File: src/rtl/mouse_pkg.sv
// Shared constants for the PS/2 mouse position tracker.
// This package holds the status-byte bit positions, the speed encodings and the fixed-point widths.
package mouse_pkg;

    localparam int ALWAYS1 = 3;
    localparam int XSIGN   = 4;
    localparam int YSIGN   = 5;
    localparam int XOVF    = 6;
    localparam int YOVF    = 7;

    localparam int FRAC_W  = 2;
    // Sized so an inverted -256 at x2 gain (+2048 quarter pixels) still fits as a positive value.
    localparam int STEP_W  = 13;

    typedef enum logic [1:0] {
        SPEED_QUARTER = 2'd0,
        SPEED_HALF    = 2'd1,
        SPEED_ONE     = 2'd2,
        SPEED_DOUBLE  = 2'd3
    } speed_e;

endpackage

File: src/rtl/mouse_axis_update.sv
// One cursor axis: delta decode/saturate/scale in S1, then fixed-point add and clamp/wrap in S2.
// Position is held as {pixel, frac} so that low-gain movement accumulates across packets.
module mouse_axis_update
    import mouse_pkg::*;
#(
    parameter int COORD_W = 10,
    parameter int LIMIT   = 640,
    parameter bit INVERT  = 1'b0
) (
    input  logic               i_clk,
    input  logic               i_rst_n,
    input  logic               i_s1_en,
    input  logic               i_s2_en,
    input  logic               i_sign,
    input  logic               i_ovf,
    input  logic [7:0]         i_delta,
    input  logic [1:0]         i_speed,
    input  logic               i_wrap_en,
    input  logic               i_load_en,
    input  logic [COORD_W-1:0] i_load_val,
    output logic [COORD_W-1:0] o_pos
);

    localparam int SW = COORD_W + FRAC_W + STEP_W;
    localparam logic signed [SW-1:0] LIM = SW'(LIMIT);
    localparam logic [COORD_W-1:0] RESET_POS = COORD_W'(LIMIT / 2);

    logic signed [9:0]               w_raw;
    logic signed [STEP_W-1:0]        w_step;
    logic signed [SW-1:0]            w_sum;
    logic [COORD_W+FRAC_W-1:0]       w_next;
    logic signed [STEP_W-1:0]        r_step;
    logic [COORD_W-1:0]              r_pos;
    logic [FRAC_W-1:0]               r_frac;

    // A single wrap correction is applied; anything still out of range falls back to the clamp.
    function automatic logic [COORD_W+FRAC_W-1:0] fitRange(
        input logic signed [SW-1:0] sum,
        input logic                 wrap
    );
        logic signed [SW-1:0] pix;
        logic [FRAC_W-1:0]    frac;
        pix  = sum >>> FRAC_W;
        frac = sum[FRAC_W-1:0];
        if (wrap) begin
            if (pix < 0)
                pix = pix + LIM;
            else if (pix >= LIM)
                pix = pix - LIM;
        end
        if (pix < 0)
            return '0;
        if (pix >= LIM)
            return {COORD_W'(LIMIT - 1), {FRAC_W{1'b0}}};
        return {pix[COORD_W-1:0], frac};
    endfunction

    always_comb begin
        if (i_ovf)
            w_raw = i_sign ? -10'sd256 : 10'sd255;
        else
            w_raw = {i_sign, i_sign, i_delta};
        if (INVERT)
            w_raw = -w_raw;
        w_step = STEP_W'(w_raw) <<< i_speed;
    end

    always_comb begin
        w_sum  = $signed({{(SW-COORD_W-FRAC_W){1'b0}}, r_pos, r_frac}) + SW'(r_step);
        w_next = fitRange(w_sum, i_wrap_en);
    end

    // A load landing in the same cycle as an S2 update overrides the delta.
    always_ff @(posedge i_clk or negedge i_rst_n) begin
        if (!i_rst_n) begin
            r_step <= '0;
            r_pos  <= RESET_POS;
            r_frac <= '0;
        end else begin
            if (i_s1_en)
                r_step <= w_step;
            if (i_load_en) begin
                r_pos  <= i_load_val;
                r_frac <= '0;
            end else if (i_s2_en) begin
                {r_pos, r_frac} <= w_next;
            end
        end
    end

    assign o_pos = r_pos;

endmodule

File: src/rtl/mouse_position_tracker.sv
// Absolute cursor tracker fed by decoded 3-byte PS/2 packets: two-stage position pipeline per axis,
// button press/release events, preload, and a saturating count of malformed packets.
module mouse_position_tracker
    import mouse_pkg::*;
#(
    parameter int COORD_W  = 10,
    parameter int LIMIT_X  = 640,
    parameter int LIMIT_Y  = 480,
    parameter bit INVERT_Y = 1'b1
) (
    input  logic               i_clk,
    input  logic               i_rst_n,
    input  logic               i_pkt_valid,
    input  logic [7:0]         i_pkt_status,
    input  logic [7:0]         i_pkt_dx,
    input  logic [7:0]         i_pkt_dy,
    input  logic [1:0]         i_speed,
    input  logic               i_wrap_en,
    input  logic               i_load_en,
    input  logic [COORD_W-1:0] i_load_x,
    input  logic [COORD_W-1:0] i_load_y,
    output logic [COORD_W-1:0] o_mouse_x,
    output logic [COORD_W-1:0] o_mouse_y,
    output logic [2:0]         o_mouse_btn,
    output logic [2:0]         o_btn_press,
    output logic [2:0]         o_btn_release,
    output logic               o_pos_valid,
    output logic [7:0]         o_drop_cnt
);

    logic       w_pkt_ok;
    logic       w_pkt_bad;
    logic       r_s1_valid;
    logic [2:0] r_s1_btn;
    logic [7:0] r_drop_cnt;
    logic [2:0] r_btn;
    logic [2:0] r_press;
    logic [2:0] r_release;
    logic       r_pos_valid;

    assign w_pkt_ok  = i_pkt_valid &  i_pkt_status[ALWAYS1];
    assign w_pkt_bad = i_pkt_valid & ~i_pkt_status[ALWAYS1];

    mouse_axis_update #(
        .COORD_W (COORD_W),
        .LIMIT   (LIMIT_X),
        .INVERT  (1'b0)
    ) u_axis_x (
        .i_clk      (i_clk),
        .i_rst_n    (i_rst_n),
        .i_s1_en    (w_pkt_ok),
        .i_s2_en    (r_s1_valid),
        .i_sign     (i_pkt_status[XSIGN]),
        .i_ovf      (i_pkt_status[XOVF]),
        .i_delta    (i_pkt_dx),
        .i_speed    (i_speed),
        .i_wrap_en  (i_wrap_en),
        .i_load_en  (i_load_en),
        .i_load_val (i_load_x),
        .o_pos      (o_mouse_x)
    );

    mouse_axis_update #(
        .COORD_W (COORD_W),
        .LIMIT   (LIMIT_Y),
        .INVERT  (INVERT_Y)
    ) u_axis_y (
        .i_clk      (i_clk),
        .i_rst_n    (i_rst_n),
        .i_s1_en    (w_pkt_ok),
        .i_s2_en    (r_s1_valid),
        .i_sign     (i_pkt_status[YSIGN]),
        .i_ovf      (i_pkt_status[YOVF]),
        .i_delta    (i_pkt_dy),
        .i_speed    (i_speed),
        .i_wrap_en  (i_wrap_en),
        .i_load_en  (i_load_en),
        .i_load_val (i_load_y),
        .o_pos      (o_mouse_y)
    );

    // Malformed packets never enter the pipeline, they only bump the drop counter.
    always_ff @(posedge i_clk or negedge i_rst_n) begin
        if (!i_rst_n) begin
            r_s1_valid <= 1'b0;
            r_s1_btn   <= '0;
            r_drop_cnt <= '0;
        end else begin
            r_s1_valid <= w_pkt_ok;
            if (w_pkt_ok)
                r_s1_btn <= i_pkt_status[2:0];
            if (w_pkt_bad && r_drop_cnt != 8'hFF)
                r_drop_cnt <= r_drop_cnt + 8'd1;
        end
    end

    // Buttons always register with a packet; a coincident load only suppresses the edge events.
    always_ff @(posedge i_clk or negedge i_rst_n) begin
        if (!i_rst_n) begin
            r_btn       <= '0;
            r_press     <= '0;
            r_release   <= '0;
            r_pos_valid <= 1'b0;
        end else begin
            r_pos_valid <= r_s1_valid | i_load_en;
            r_press     <= '0;
            r_release   <= '0;
            if (r_s1_valid) begin
                r_btn <= r_s1_btn;
                if (!i_load_en) begin
                    r_press   <=  r_s1_btn & ~r_btn;
                    r_release <= ~r_s1_btn &  r_btn;
                end
            end
        end
    end

    assign o_mouse_btn   = r_btn;
    assign o_btn_press   = r_press;
    assign o_btn_release = r_release;
    assign o_pos_valid   = r_pos_valid;
    assign o_drop_cnt    = r_drop_cnt;

endmodule

File: config.mk
export PLATFORM = sky130hd
export DESIGN_NAME = mouse_position_tracker
export DESIGN_NICKNAME = d
export VERILOG_FILES = /design/src/rtl/mouse_pkg.sv /design/src/rtl/mouse_axis_update.sv /design/src/rtl/mouse_position_tracker.sv
export SDC_FILE = /design/constraint.sdc
export NUM_CORES = 1
export LEC_CHECK = 0
export BUFFER_PORTS_ARGS = -buffer_cell sky130_fd_sc_hd__buf_2
export CAP_MARGIN = 20
export CORE_MARGIN = 5
export CORE_UTILIZATION = 43
export DETAILED_ROUTE_END_ITERATION = 16
export HOLD_SLACK_MARGIN = 0.06
export PLACE_DENSITY_LB_ADDON = 0.15
export SYNTH_ARGS = -nofsm -noshare
export SYNTH_HDL_FRONTEND = slang
export SYNTH_SLANG_ARGS = --single-unit
File: constraint.sdc
create_clock -name i_clk -period 3.7 [get_ports i_clk]
set_clock_uncertainty 0.05 [all_clocks]
set_input_delay 0.74 -clock i_clk [delete_from_list [all_inputs] [get_ports i_clk]]
set_output_delay 0.74 -clock i_clk [all_outputs]
set_load 0.03 [all_outputs]
# Word level (Yosys, flattened, before mapping)

Index checks and enable logic that the tools add are counted.

Bits in registers: 72
Bits of input ports: 51
Output and inout bits: 38
Logic and storage cells: 78

Add/sub/neg operators: 8
Order comparisons: 8
Eq/ne operators: 1
Shifts and indexed selects: 2
Muxes and demuxes: 36
Bitwise gates (word level): 8
Reductions and logical operators: 2

Operators by type and width:

| operator                                                            | number |
|---|---|
| 2-to-1 mux 25 bit                                                   | 6 |
| 2-to-1 mux 12 bit                                                   | 8 |
| 2-to-1 mux 10 bit                                                   | 8 |
| less-than comparator 25 x 1 -> 1 bit, second input constant         | 2 |
| adder 13 x 13 -> 14 bit                                             | 2 |
| <<< shifter 10 x 2 -> 13 bit                                        | 2 |
| greater-or-equal comparator 25 x 10 -> 1 bit, second input constant | 1 |
| greater-or-equal comparator 25 x 11 -> 1 bit, second input constant | 1 |
| less-than comparator 12 x 1 -> 1 bit, second input constant         | 2 |
| adder 12 x 10 -> 13 bit, second input constant                      | 1 |
| adder 12 x 11 -> 13 bit, second input constant                      | 1 |
| subtractor 12 x 10 -> 13 bit, second input constant                 | 1 |
| subtractor 12 x 11 -> 13 bit, second input constant                 | 1 |
| greater-or-equal comparator 12 x 10 -> 1 bit, second input constant | 1 |
| greater-or-equal comparator 12 x 11 -> 1 bit, second input constant | 1 |
| 2-to-1 mux 3 bit                                                    | 4 |
| negation 10 bit                                                     | 1 |
| adder 8 x 1 -> 8 bit, second input constant                         | 1 |
| 2-to-1 mux 2 bit                                                    | 4 |
| != test 8 bit, second input constant                                | 1 |
| bitwise AND 3 bit                                                   | 2 |
| 2-to-1 mux 1 bit                                                    | 6 |
| NOT 3 bit                                                           | 2 |
| bitwise AND 1 bit                                                   | 2 |
| other kinds (4)                                                     | 4 |

# Depth between registers and ports, before layout

Gate-level depths: netlist of the first run.

Word-level depth: 12
Depth in mapped cells: 17
Depth with buffers taken out: 17

# Hierarchy

From an unflattened synthesis of the first run, not the netlist that was laid out.

Cells, all modules: 653
Area, all modules: 6,029.5 sq um

Modules (own cells, without submodules):

| module                        | instances | cells each | area each (sq um) | sequential area each (sq um) |
|---|---|---|---|---|
| mouse_axis_update at u_axis_y | 1         | 302        | 2,628.8           | 630.6 |
| mouse_axis_update at u_axis_x | 1         | 285        | 2,506.2           | 603.1 |
| mouse_position_tracker        | 1         | 66         | 894.6             | 550.5 |

# Worst setup path before layout of the first run

Ideal clock, no wire load.

Path type: reg-to-reg
Start point: register u_axis_x.r_frac[0]
End point: register u_axis_x.r_frac[0]
Setup time: 0.122 ns
Arrival time: 3.930 ns
Data required time: 3.528 ns
Path slack: -0.402 ns
Stages on the path, launching flop included: 18
Buffers on the path: 0
Period minus slack after synthesis: 4.102 ns
Cells stage by stage: dfrtp_1 > ha_1 > fa_1 > a211o_1 > a21oi_1 > a21oi_2 > a31o_2 > xor2_2 > inv_1 > ha_1 > nand2_1 > nor4_1 > a41oi_1 > nor2_1 > mux2_2 > a31oi_2 > nor2_1 > a32o_1

Word-level cells in the longest chain between the ends: 12
Elaborated cells on any way between the ends: 18
Those cells by class: add/sub (3); order compare (4); mux (11)

Ends and longest elaborated chain:

| what                                                                                                | line                                             | RTL |
|---|---|---|
| start: declaration                                                                                  | mouse_axis_update.sv:34                          | `logic [FRAC_W-1:0] r_frac;` |
| start signal: assignment                                                                            | mouse_axis_update.sv:86                          | `{r_pos, r_frac} <= w_next;` |
| adder 13 x 13 -> 14 bit *                                                                           | mouse_axis_update.sv:69                          | `w_sum = $signed({{(SW-COORD_W-FRAC_W){1'b0}}, r_pos, r_frac}) + SW'(r_step);` |
| subtractor 12 x 11 -> 13 bit / greater-or-equal comparator 12 x 11 -> 1 bit (equally long branches) | mouse_axis_update.sv:49, mouse_axis_update.sv:48 |  |
| 2-to-1 mux 25 bit                                                                                   | mouse_axis_update.sv:48                          | `else if (pix >= LIM)` |
| 2-to-1 mux 25 bit                                                                                   | mouse_axis_update.sv:46                          | `if (pix < 0)` |
| 2-to-1 mux 25 bit                                                                                   | mouse_axis_update.sv:45                          | `if (wrap) begin` |
| greater-or-equal comparator 25 x 11 -> 1 bit                                                        | mouse_axis_update.sv:53                          | `if (pix >= LIM)` |
| 2-to-1 mux 1 bit (2 in a row)                                                                       | mouse_axis_update.sv:53                          |  |
| 2-to-1 mux 12 bit                                                                                   | mouse_axis_update.sv:55                          | `return {pix[COORD_W-1:0], frac};` |
| 2-to-1 mux 12 bit *                                                                                 | mouse_axis_update.sv:53                          |  |
| 2-to-1 mux 2 bit *                                                                                  | mouse_axis_update.sv:85                          | `end else if (i_s2_en) begin` |
| 2-to-1 mux 2 bit *                                                                                  | mouse_axis_update.sv:82                          | `if (i_load_en) begin` |

Mark *: on every way between the ends. The rest lies on a longest branch, timed or not. The select of a mux whose other input is x is not followed.
A chain may end at the register's enable or synchronous reset.

# Worst setup path in the final report of the first run

Ends and elaborated chain as after synthesis.

==> flow_summary_export.csv, run 1 <==
group,metric,value,unit
synthesis,syn_avg_cell_area,9.02,um^2
clock_tree,cts_root_buf,"clkbuf_16",
floorplanning,die-width,124,um
clock_tree,clk_latency,0.35,ns
synthesis,ys_top_cells_by_area,"dfrtp_1, ha_1, a21oi_1",
global_routing,grt_first_pass_wirelength,25200,um
finish,postLayoutCoreUtil,55.9,%
power,p_leak,3.26,nW
placed_design,placed_area,6490,um^2
floorplanning,std_cell_rows,41,
sta,slew_violations,0,
finish,nFillCells,1166,
critical_path,startpoint_type,"flop",
synthesis,syn_inst,621,
route,drc,0,
critical_path,arrival,4.14,ns
clock_tree,htreeDepth,3,
job,maxCapViolCount,0,
critical_path,critPathKind,"reg -> reg",
clock_tree,cts_sinks,71,
placed_design,gp_congestion,0.948,
global_routing,grt_overflow,0,
synthesis,synth_top_area_share,29.1,%
finish,antenna_cells,0,
synthesis,synthesis.area,5600,um^2
sta,finalSetupViolCount,11,
global_routing,track_usage,20.7,%
placed_design,portBuffers,88,
critical_path,timing.rr.start,"u_axis_x.r_frac[0]",
route,routed_wl,15700,um
critical_path,startpoint,"u_axis_x.r_frac[0]",
power,power.internal,2.72,mW
sta,slew_headroom,38.7,%
route,via_per_inst,5.77,
finish,area_delta_synth_final,26.5,%
clock_tree,cts_buffer_depth,2,
critical_path,endpoint_kind,"flop",
synthesis,async_flop_share,100,%
finish,fin_area,7080,um^2
power,vdd_drop_max,314,uV
route,wire_per_inst,16.9,um
route,ant_nets,0,
power,seqPwrFrac,21.7,%
placed_design,hpwlAfterDp,12000,um
outcome,failed_checks,"negative setup slack",
critical_path,critical_path.max_fanout,8,
sta,hold_violations,0,
route,drtIter0Drc,379,
synthesis,synth_cell_types,84,
power,pwr-share-comb,61.0,%
finish,fin_nets,832,
clock_tree,numCtsBuffers,9,
sta,min_period,3.96,ns
synthesis,yosysTopAreaCell,"dfrtp_1",
synthesis,synth_flop_cell,"dfrtp_1",
placed_design,dp_worst_setup_slack,-0.350,ns
synthesis,synth-edff-count,0,
outcome,status,"finished with violations",
critical_path,cp_data_required_time,3.88,ns
floorplanning,die_y,124,um
clock_tree,cts_tree,"built",
global_routing,antenna_found_initial,0,
route,first_pass_iters,5,
min_path,min_from,"r_s1_btn[2]",
global_routing,grt_pass1_vias,5205,
sta,worstMarginPinSlew,0.919,ns
sta,timing.hold.ws,0.418,ns
synthesis,ys_warn_count,0,
floorplanning,core-area,12700,um^2
synthesis,synth_seq_cells,71,
min_path,hold_path.class,"reg -> reg",
global_routing,grt_max_degree,72,
clock_tree,path_clk_slew,0.06,ns
route,vias,5328,
sta,fmax,252,MHz
sta,period_share,107,%
synthesis,ys_seq_area_share,31.9,%
synthesis,syn_nets,706,
power,clkPwrFrac,17.3,%
power,switching_power,2.27,mW
power,powerDensity,705,nW/um^2
floorplanning,dieArea,15400,um^2
finish,layout-drive-gt1-share,31.9,%
floorplanning,floorplan.initialDensity,44.2,%
sta,setup_ws,-0.261,ns
sta,rsz0062_at_grt,"yes",
power,switching_share,45.5,%
floorplanning,io_pins,89,
[cells in the mapped netlist (9+ instances only)]
library cell / number
a211oi_1: 9
a21o_1: 16
a21oi_1: 49
clkbuf_1: 19
dfrtp_1: 65
ha_1: 32
inv_1: 20
mux2_2: 17
mux2i_1: 13
nand2_1: 58
nand3_1: 12
nor2_1: 43
nor3_1: 12
o211ai_1: 14
o21a_1: 12
o21ai_0: 40
xnor2_1: 20
xor2_1: 13
[layout by cell type (no fill, tap or decap), types with 7 or more instances in the layout]
cell / n
buf_2: 88
nand3_1: 11
o21ai_0: 40
buf_4: 53
nor3b_1: 7
ha_1: 28
o211ai_1: 14
nor3_1: 11
xor2_1: 10
a21o_1: 16
xnor2_1: 20
nor2_1: 40
a22o_1: 7
nand2_1: 57
a211oi_1: 8
inv_1: 18
a21oi_1: 48
o21a_1: 12
a221oi_1: 7
mux2i_1: 12
dfrtp_1: 65
mux2_2: 16
clkbuf_16: 9
[area by class of cell]
class                      count  area [um^2]  area share, %
inverter                      20         75.1           1.06
clock inverter                 7         61.3          0.866
tap                          172          215           3.04
clock buffer                   9          225           3.18
timing repair buffer         144          881           12.4
multi-input combinational    501         3840           54.2
sequential                    71         1780           25.2
[kinds of logic after synthesis]
kind of cell               after synthesis  synth area share [%]
and+or+nand+nor                        169                  14.3
adders and majority gates               34                  7.87
muxes                                   30                  5.74
xor gates and xnor gates                35                  5.74
DFF                                     71                  31.9
buffers and inverters                   49                  3.84
AOI/OAI and AO/OA                      233                  30.7
[registers in the layout (all words and copies together) (netlist names)]
name,flops
u_axis_x.r_frac,2
o_btn_release,3
u_axis_y.r_step,13
u_axis_x.o_pos,10
u_axis_y.o_pos,10
o_pos_valid,1
r_s1_btn,3
u_axis_y.r_frac,2
o_mouse_btn,3
o_btn_press,3
o_drop_cnt,8
u_axis_x.r_step,12
r_s1_valid,1
[worst max-delay path: stages (launching register included)]
cell	delay [ns]
dfrtp_1	0.39
ha_2	0.20
fa_2	0.33
a211o_1	0.29
a21oi_2	0.19
a21oi_2	0.08
buf_4	0.15
a211oi_1	0.33
xor2_2	0.51
buf_4	0.23
nand3_1	0.09
mux2_4	0.31
a31oi_4	0.23
buf_4	0.17
nor2_2	0.04
a32o_1	0.23
[layer usage]
layer	GRT usage (%)	vias to the layer above	routed length, um
met3	3.72	30	786
met4	9.79	0	429
met2	32.1	140	7160
li1	-	2590	-
met5	0	-	0
met1	28.1	2568	7280
[power by group through the flow]
stage / combinational (mW) / clock, mW / sequential (mW)
final: 3.05 / 0.863 / 1.08
after detailed placement: 2.63 / 0 / 1.10
after floorplan: 1.63 / 0 / 1.24
after global placement: 2.60 / 0 / 1.09
after CTS: 2.74 / 0.880 / 1.08
after global routing: 3.32 / 0.911 / 1.10
[metrics by stage]
step,TNS [ns],power (mW),std cells
6_report,-1.89,4.99,924
5_1_grt,-4.42,5.33,924
4_1_cts,-1.82,4.70,919
3_5_place_dp,-3.52,3.73,899
3_3_place_gp,-2.16,3.69,899
2_1_floorplan,-1.13,2.87,621
[worst paths after layout]
kind	slack (ns)	depth (start not counted)	endpoint
worst max-delay path	-0.26	15	u_axis_x.r_frac[0]
worst max register to register	-0.26	15	u_axis_x.r_frac[0]
worst min register to register	0.42	1	o_btn_release[2]
worst min-delay path	0.42	1	o_btn_release[2]
min in group asynchronous	0.55	2	o_btn_press[2]
max in group asynchronous	2.44	2	o_drop_cnt[4]
[timing repair]
action                     in CTS  in global routing
setup buffers                   5                  5
pin swaps                      20                 18
hold buffers                    0                  0
gates resized for setup        10                 29
setup endpoints to repair      20                 23
(Power assumes the default switching activity.)
==> run 2: changes to the inputs <==
--- a/config.mk
+++ b/config.mk
@@ -5,11 +5,11 @@
 export SDC_FILE = /design/constraint.sdc
 export NUM_CORES = 1
 export LEC_CHECK = 0
-export BUFFER_PORTS_ARGS = -buffer_cell sky130_fd_sc_hd__buf_2
 export CAP_MARGIN = 20
 export CORE_MARGIN = 5
 export CORE_UTILIZATION = 43
 export DETAILED_ROUTE_END_ITERATION = 16
+export DONT_BUFFER_PORTS = 1
 export HOLD_SLACK_MARGIN = 0.06
 export PLACE_DENSITY_LB_ADDON = 0.15
 export SYNTH_ARGS = -nofsm -noshare
==> constraint.sdc (replaced) <==
create_clock -name i_clk -period 4.3 [get_ports i_clk]
set_clock_uncertainty 0.05 [all_clocks]
set_input_delay 0.86 -clock i_clk [delete_from_list [all_inputs] [get_ports i_clk]]
set_output_delay 0.86 -clock i_clk [all_outputs]
set_load 0.03 [all_outputs]
==> flow_summary_export.csv, run 2 (synthesis results as in run 1) <==
group,metric,value,unit
finish,nFillCells,1214,
critical_path,critical_path.max_fanout,7,
global_routing,track_usage,19.3,%
floorplanning,std_cell_rows,41,
route,drtIter0Drc,378,
finish,antenna_cells,0,
clock_tree,htreeDepth,3,
clock_tree,hold_buffers,0,
floorplanning,floorplan.initialDensity,44.2,%
finish,largestRegisters,"u_axis_y.r_step: 13 flops, u_axis_x.r_step: 12 flops",
sta,setup_ws,0.262,ns
critical_path,cp_data_required_time,4.47,ns
power,power.internal,2.06,mW
sta,fin_setup_tns,0,ns
clock_tree,cts_root_buf,"clkbuf_16",
critical_path,arrival,4.20,ns
placed_design,portBuffers,0,
sta,min_period,4.04,ns
placed_design,dp_worst_setup_slack,-0.0763,ns
critical_path,r2r_slack,0.26,ns
job,maxCapViolCount,0,
floorplanning,die_y,124,um
sta,slew_violations,0,
critical_path,critPathKind,"reg -> reg",
finish,largest_reg_flops,13,
outcome,status,"finished, final reports clean",
floorplanning,core-area,12700,um^2
global_routing,grt_max_degree,72,
floorplanning,dieArea,15400,um^2
critical_path,startpoint_type,"flop",
clock_tree,cts_sinks,71,
global_routing,grt_overflow,0,
route,drc,0,
clock_tree,cts_buffer_depth,2,
sta,slew_headroom,52.0,%
route,via_per_inst,5.96,
route,routed_wl,14300,um
route,wl_met1,6860,um
critical_path,r2r_cells,18,
floorplanning,io_pins,89,
finish,final_common_cell,"dfrtp_1",
route,top_layer_used,"met4",
finish,area_delta_synth_final,10.8,%
critical_path,timing.rr.start,"u_axis_x.r_frac[0]",
power,switching_share,45.2,%
route,routed-wl-met3,860,um
placed_design,gp_congestion,0.882,
power,vdd_drop_max,359,uV
sta,period_share,93.9,%
placed_design,hpwlAfterDp,10900,um
global_routing,grt_first_pass_wirelength,23500,um
clock_tree,clk_latency,0.34,ns
finish,largest-register,"u_axis_y.r_step",
route,ant_nets,0,
power,powerDensity,605,nW/um^2
route,wire_per_inst,17.9,um
finish,fin_nets,709,
sta,hold_violations,0,
global_routing,antenna_found_initial,0,
power,pwr-share-comb,50.9,%
power,seqPwrFrac,28.1,%
finish,most-common-layout-cells,"dfrtp_1, nand2_1, a21oi_1, nor2_1, o21ai_0",
sta,fmax,248,MHz
sta,rsz0062_at_grt,"no",
critical_path,rr_endpoint,"u_axis_x.o_pos[2]",
route,first_pass_iters,5,
power,p_leak,2.70,nW
finish,postLayoutCoreUtil,48.9,%
finish,layout-drive-gt1-share,15.1,%
power,switching_power,1.70,mW
route,vias,4776,
sta,finalSetupViolCount,0,
sta,worstMarginPinSlew,0.717,ns
clock_tree,numCtsBuffers,9,
global_routing,grt_pass1_vias,4599,
critical_path,endpoint_kind,"flop",
route,wl_met2,6350,um
floorplanning,die-width,124,um
power,clkPwrFrac,21.0,%
clock_tree,path_clk_slew,0.07,ns
min_path,hold_path.class,"in -> async",
clock_tree,cts_tree,"built",
run 2: changes by cell type in the layout (fill, tap and decap cells not counted), sizes merged:
cell / delta
buf: -123
bufinv: +1
clkinvlp: -1
run 2: worst max path at each step:
stage | startpoint | to | slack (ns) | cells past startpoint
3_5_place_dp | u_axis_x.r_frac[0] | u_axis_x.o_pos[3] | -0.08 | 17
6_report | u_axis_x.r_frac[0] | u_axis_x.o_pos[2] | 0.26 | 18
5_1_grt | u_axis_x.r_frac[0] | u_axis_x.o_pos[2] | 0.009 | 18
4_1_cts | u_axis_x.r_frac[0] | u_axis_x.o_pos[2] | 0.02 | 17
3_3_place_gp | u_axis_x.r_frac[0] | u_axis_x.o_pos[9] | 0.06 | 17
2_1_floorplan | u_axis_x.r_frac[0] | u_axis_x.r_frac[0] | 0.20 | 17
run 2: power groups by stage:
stage | combinational (mW) | sequential (mW) | clock, mW
2_1_floorplan | 1.37 | 1.07 | 0
3_3_place_gp | 1.78 | 1.07 | 0
3_5_place_dp | 1.80 | 1.07 | 0
4_1_cts | 1.83 | 1.06 | 0.810
5_1_grt | 2.09 | 1.07 | 0.842
6_report | 1.91 | 1.05 | 0.790
run 2: area by class of cell:
type                    count  area [um^2]  share of cell area [%]
multi-input cells         501         3650                    58.9
clock inverters             7         86.3                    1.39
repair buffers             21          161                    2.60
clock buffers               9          225                    3.63
inverters                  20         75.1                    1.21
well taps                 172          215                    3.47
flip-flops and latches     71         1780                    28.8
run 2: worst max-delay path, stage by stage, from the launching register on:
cell and delay, ns:
dfrtp_1 0.39, ha_2 0.21, fa_2 0.34, a211o_1 0.29
a21oi_2 0.18, a21oi_2 0.09, a31o_2 0.27, xor2_2 0.15
inv_1 0.09, ha_1 0.16, nand2_1 0.06, nor4_2 0.18
a41oi_2 0.26, o21a_1 0.28, o2111ai_4 0.23, a31oi_4 0.15
o31ai_4 0.27, buf_6 0.16, o211ai_1 0.10
run 2: metrics by stage:
stage / power (mW) / cell area (um^2) / hold slack, ns / instances
floorplan: 2.44 / 5600 / 0.383 / 621
global placement: 2.84 / 5820 / 0.399 / 783
detailed placement: 2.87 / 5820 / 0.415 / 783
CTS: 3.69 / 6150 / 0.136 / 799
global route: 4.00 / 6200 / 0.131 / 801
finish: 3.76 / 6200 / 0.152 / 801
run 2: timing repair:
action | 4_1_cts | 5_1_grt
gates resized for setup | 3 | 9
endpoints found under the setup margin | 9 | 11
setup buffers | 0 | 2
pin swaps | 1 | 8
run 2: metal layers:
| layer | up-vias | track usage [%] |
|---|---|---|
| li1 | 2353 | - |
| met1 | 2282 | 27.1 |
| met2 | 117 | 29.3 |
| met3 | 24 | 4.68 |
| met4 | 0 | 6.23 |
| met5 | - | 0 |
